## config.mk

```make
export PLATFORM = sky130hd
export DESIGN_NAME = if_fetch_stage
export DESIGN_NICKNAME = d
export VERILOG_FILES = /design/src/rtl/if_fetch_stage.sv
export SDC_FILE = /design/constraint.sdc
export NUM_CORES = 1
export LEC_CHECK = 0
export BUFFER_PORTS_ARGS = -buffer_cell sky130_fd_sc_hd__buf_2
export CAP_MARGIN = 40
export CORE_ASPECT_RATIO = 1.2
export CORE_MARGIN = 5
export CORE_UTILIZATION = 35
export DETAILED_ROUTE_END_ITERATION = 12
export HOLD_SLACK_MARGIN = 0.1
export PLACE_DENSITY = 0.62
export SYNTH_ARGS = -nofsm -noshare
export SYNTH_HDL_FRONTEND = slang
export SYNTH_SLANG_ARGS = --single-unit
export TNS_END_PERCENT = 30
```

## constraint.sdc

```tcl
create_clock -name clk -period 2.4 [get_ports clk]
set_input_delay 0 -clock clk [delete_from_list [all_inputs] [get_ports clk]]
set_output_delay 0 -clock clk [all_outputs]
set_load 0.02 [all_outputs]
```

## src/rtl/if_fetch_stage.sv

```systemverilog
// Instruction-fetch stage: holds the PC, issues one fetch at a time on the SRAM-like
// instruction bus and presents the fetched slot to the IF->ID register.
module if_fetch_stage #(
  parameter logic [31:0] RESET_PC = 32'h1c000000
) (
  input  logic        clk,
  input  logic        resetn,
  input  logic        id_allowin,
  input  logic        br_taken,
  input  logic [31:0] br_target,
  input  logic        wb_ex,
  input  logic [31:0] ex_entry,
  input  logic        wb_is_ertn,
  input  logic [31:0] era,
  output logic        inst_sram_req,
  output logic [31:0] inst_sram_addr,
  input  logic        inst_sram_addr_ok,
  input  logic        inst_sram_data_ok,
  input  logic [31:0] inst_sram_rdata,
  output logic        if_ready_go,
  output logic [31:0] if_pc,
  output logic [31:0] if_inst,
  output logic        if_adef
);

  typedef enum logic [1:0] {
    S_REQ,
    S_WAIT,
    S_HOLD
  } state_t;

  state_t      state;
  state_t      state_next;
  logic [31:0] pc;
  logic [31:0] pc_next;
  logic        discard;
  logic        discard_next;
  logic        started;
  logic        lock;
  logic [31:0] lock_addr;
  logic        redirect;
  logic [31:0] redirect_target;
  logic        pc_misaligned;
  logic        accept;
  logic        capture;
  logic        adef_slot;

  assign redirect        = wb_ex | wb_is_ertn | br_taken;
  assign redirect_target = wb_ex      ? ex_entry :
                           wb_is_ertn ? era      : br_target;
  assign pc_misaligned   = (pc[1:0] != 2'b00);

  // A request that has not yet been accepted keeps its address even if pc is redirected.
  assign inst_sram_addr  = lock ? lock_addr : pc;
  assign inst_sram_req   = started && (state == S_REQ) && (lock || !pc_misaligned);
  assign accept          = inst_sram_req && inst_sram_addr_ok;
  assign if_ready_go     = (state == S_HOLD) && !redirect;

  always_comb begin
    state_next   = state;
    pc_next      = pc;
    discard_next = discard;
    capture      = 1'b0;
    adef_slot    = 1'b0;
    case (state)
      S_REQ: begin
        if (accept) begin
          state_next = S_WAIT;
        end else if (!lock && pc_misaligned && !redirect) begin
          state_next = S_HOLD;
          adef_slot  = 1'b1;
        end
        if (redirect && inst_sram_req) begin
          discard_next = 1'b1;
        end
      end
      S_WAIT: begin
        if (inst_sram_data_ok) begin
          if (discard || redirect) begin
            discard_next = 1'b0;
            state_next   = S_REQ;
          end else begin
            capture    = 1'b1;
            state_next = S_HOLD;
          end
        end else if (redirect) begin
          discard_next = 1'b1;
        end
      end
      S_HOLD: begin
        if (redirect) begin
          state_next = S_REQ;
        end else if (id_allowin) begin
          state_next = S_REQ;
          pc_next    = pc + 32'd4;
        end
      end
      default: state_next = S_REQ;
    endcase
    if (redirect) begin
      pc_next = redirect_target;
    end
  end

  always_ff @(posedge clk or negedge resetn) begin
    if (!resetn) begin
      state     <= S_REQ;
      pc        <= RESET_PC;
      discard   <= 1'b0;
      started   <= 1'b0;
      lock      <= 1'b0;
      lock_addr <= RESET_PC;
    end else begin
      state     <= state_next;
      pc        <= pc_next;
      discard   <= discard_next;
      started   <= 1'b1;
      if (inst_sram_req && !inst_sram_addr_ok) begin
        lock      <= 1'b1;
        lock_addr <= inst_sram_addr;
      end else begin
        lock      <= 1'b0;
      end
    end
  end

  // Delivered slot: either real fetched data or an ADEF marker for a misaligned pc.
  always_ff @(posedge clk or negedge resetn) begin
    if (!resetn) begin
      if_pc   <= RESET_PC;
      if_inst <= 32'd0;
      if_adef <= 1'b0;
    end else if (capture) begin
      if_pc   <= pc;
      if_inst <= inst_sram_rdata;
      if_adef <= 1'b0;
    end else if (adef_slot) begin
      if_pc   <= pc;
      if_inst <= 32'd0;
      if_adef <= 1'b1;
    end
  end

endmodule

```

==> impl_summary.md <==
Logic synthesis
The share of the synthesized area in the top cell type is 0.465. The count of yosys warnings during synthesis is 0. Yosys mapped the design onto 60 distinct sky130hd cell types.

The synthesized netlist occupies a cell area of between 6000 and 7000 um^2. The average cell area after synthesis is 11.6 um^2. The cell type with the largest total area after synthesis is dfrtp_1. Ranked by instance count, the synthesized netlist is headed by dfrtp_1 (125), mux2_2 (65), nand2_1 (39), a22o_1 (33). The share of the Yosys chip area taken by registers is 0.500. The most used flip-flop cell after synthesis is dfrtp_1. The count of flip-flops with a built-in enable after synthesis is 0. Synthesis handed over a netlist of 581 instances. The synthesized netlist net count is 718. The most common cell in the synthesized netlist is dfrtp_1. After synthesis, the share of flip-flops with an asynchronous set or reset is 1.00. After synthesis the netlist holds a flip-flop and latch count of 134. Ranked by total cell area, the synthesized netlist is headed by dfrtp_1 (46%), mux2_2 (11%), mux2_4 (6.2%).

Cells and area
Relative to the synthesized area, the layout overhead comes to 45.4%. The antenna diode count is 0. The number of fill cells is 1,639. The final-stage net count is 1,049. In the final layout, the share of cells above drive strength 1 is 0.430.

The count of cells in the finished layout, fillers not included, comes to 1,181.

Clock tree
The tree built by TritonCTS fans out to 134 sinks. TritonCTS built the clock tree. Once the clock tree was built, the resizer swapped 0 gates to a different size. The root buffer selected by CTS is clkbuf_16.

No sink is reached through more buffers than the 2 on the longest clock path. The number of clock buffers inserted by TritonCTS is 17. The H-tree was split into 4 levels. The register clock-pin slew on the reported worst setup and hold paths is 60 ps.

For the worst-skew pair, the clock arrives at the later sink with an insertion delay of 420 ps.

Global routing
The overall track demand over capacity in global routing is 0.205. The initial antenna violation count is 0. The total congestion overflow is 0. The via count of the first global-routing pass came to roughly 6,400. The first-pass GRT wire length is ~35,000 um. Entering global routing, the biggest net connects 62 pins.

Flow run
The reported max-cap violation count is 0.

Floorplanning
The die covers 22,100 um^2. In this run the standard cell core region covers roughly 19,000 um^2. The chip width is 137 um. The die is 162 um tall.

The top-level I/O count is 235. The initial standard-cell utilization of the core is 0.356. The cell row count is between 50 and 60.

Worst setup path
Together, buffers and inverters on the worst path number 4. The worst path arrival time is between 2000 and 3000 ps. The worst-case register-to-register setup slack is around 250 ps. STA classifies the critical path startpoint as a primary input. The first element of the critical path is br_taken.

Traced cell by cell, the critical path runs through dlygate4sd3_1 > buf_2 > nor2b_2 > buf_4 > a22oi_1 > nor2_1 > a21oi_1 > dlygate4sd3_1 > o21ai_1. On the critical path the largest part of the delay comes from buffers and inverters. The worst setup path is of the primary input to register kind. The maximum fanout encountered on the critical timing path is 12. The destination of the critical timing path is pc[31]. The startpoint identified for the worst register-to-register timing path is pc[2].

In this design, the stage delay of the slowest critical-path cell is 620 ps. The endpoint kind of the worst setup timing path is a register. The path length in cells of the critical path is 9. The endpoint of the lowest-slack register-to-register path is pc[6].

The critical path's slowest cell is dlygate4sd3_1. Data on the critical path is required at its endpoint by 2740 ps. The most frequent cell on the critical path is dlygate4sd3_1. Counting cells, the worst reg-to-reg path comes to 6.

Power
The internal portion of total power is 5.39 mW. Of the total power, the share spent switching nets is 0.318. IR analysis of the VDD net gives a maximum drop of roughly 0.48 mV. The switching power total is 2.51 mW.

In this run the static leakage power is 4.70 nW. After layout, the design draws a total of 7.91 mW. Dividing total power by cell area gives a power density of 808 nW/um^2. Of the total power, the clock network draws 0.311. The proportion of power drawn by combinational gates is 0.280.

The share of total power dissipated in sequential elements is 0.408.

Worst hold path
In this run the worst hold path is classified as primary input to asynchronous set/reset pin.

Detailed routing
The first-pass iteration count of the detailed router is 5. The final routed DRC violation total is 0. The mean routed wirelength per cell is 19.2 um. The via count normalized by instance count is 5.18. The initial DRC count is 273.

Summing over every cut layer, the via total after detailed routing is 6,115. The number of antenna-violating nets in the routed design is 0. The final wirelength is around 23,000 um.

STA
The total count of hold-check failures in the final report is 0. In this run the tightest slew margin relative to its limit is 0.544. Setup total negative slack on the finished layout was measured at 0 ps. The maximum operating frequency is 458 MHz. The final worst hold slack is 140 ps. In the finished design, the share of the clock period the worst path needs comes to 0.910. The number of pins with negative max-slew slack in the final report came to 0. The number of setup violations in the final report is 0. Setup repair after global routing left no endpoint under its margin. The worst-case clock skew is 11.1 ps. At the pin with the least slew margin, the transition time is 681 ps. The time the final worst path needs with I/O delays and setup is 2180 ps.

Placed design
The total placed cells including tap cells is 1,045. Routability-driven placement finished with a final weighted congestion of 0.838. The number of buffer cells added on primary ports is 234. After legalization and detailed placement, the total HPWL measured 15,600 um.

Run status
The flow ran to the end, and the final reports show no timing, DRC or antenna violations.
[cell type report]
cell class,instances,area [um^2],share of cell area
sequential,134,3370,0.344
inverter,9,33.8,0.00345
multi-input combinational,396,3140,0.320
clock inverter,14,129,0.0132
tap,256,320,0.0327
timing repair buffer,354,2370,0.243
clock buffer,18,429,0.0439
[power groups by stage]
stage	registers [mW]	clock network, mW	logic, mW
after floorplan	3.45	0	1.09
after global placement	3.25	0	2.04
after detailed placement	3.26	0	2.07
after CTS	3.23	2.53	2.23
after global routing	3.31	2.64	2.39
final	3.23	2.46	2.21
[stage by stage]
stage,utilization,worst slack [ps],cell area (um^2)
after floorplan,-,683,6730
after global placement,0.432,427,8180
after detailed placement,0.432,412,8180
after CTS,0.517,276,9790
after global routing,0.517,110,9790
final,0.517,215,9790
[timing repair]
item / 4_1_cts / 5_1_grt
buffers inserted: 0 / 0
hold buffers: 104 / 0
hold endpoints to repair: 195 / 0
[worst min path at each step]
stage	from	endpoint	depth (start not counted)
after floorplan	resetn	discard	0
after global placement	resetn	if_inst[6]	1
after detailed placement	resetn	if_inst[6]	1
after CTS	resetn	pc[27]	2
after global routing	resetn	pc[27]	2
final	resetn	pc[27]	2
[sequential cells by signal, summed over array words and instances, names as in the netlist]
register and cells:
discard 1, if_adef 1, if_inst 32, if_pc 32, lock 1, lock_addr 32
pc 32, started 1, state 2
[placed cells by master, fill, tap and decap left out, drive strengths merged, types with 18 or more instances in the layout]
| master | count |
|---|---|
| buf | 251 |
| dfrtp | 125 |
| dlygate4sd3 | 103 |
| mux2 | 93 |
| nand2 | 40 |
| a22o | 33 |
| o21ai | 29 |
| a21oi | 24 |
| nor2 | 24 |
| clkbuf | 18 |
[logic make-up (layout without fill, tap and decap cells)]
group,count (synthesis),count (layout),share of synthesized area
DFF,134,134,0.500
other,1,1,0.000557
xor gates and xnor gates,13,13,0.0169
adders and majority gates,1,1,0.00186
muxes,100,100,0.182
buffers and inverters,51,395,0.0366
and+or+nand+nor,130,130,0.103
AOI/OAI and AO/OA,151,151,0.160
[per-layer routing]
layer  up-vias  wire length (um)  track usage
met5         -                 0            0
met4         0               378       0.0587
met3        33              1470       0.0511
met2       240             11500        0.357
met1      3016              9380        0.250
li1       2826                 -            -
Note: power is estimated with default switching activity, not from simulation.
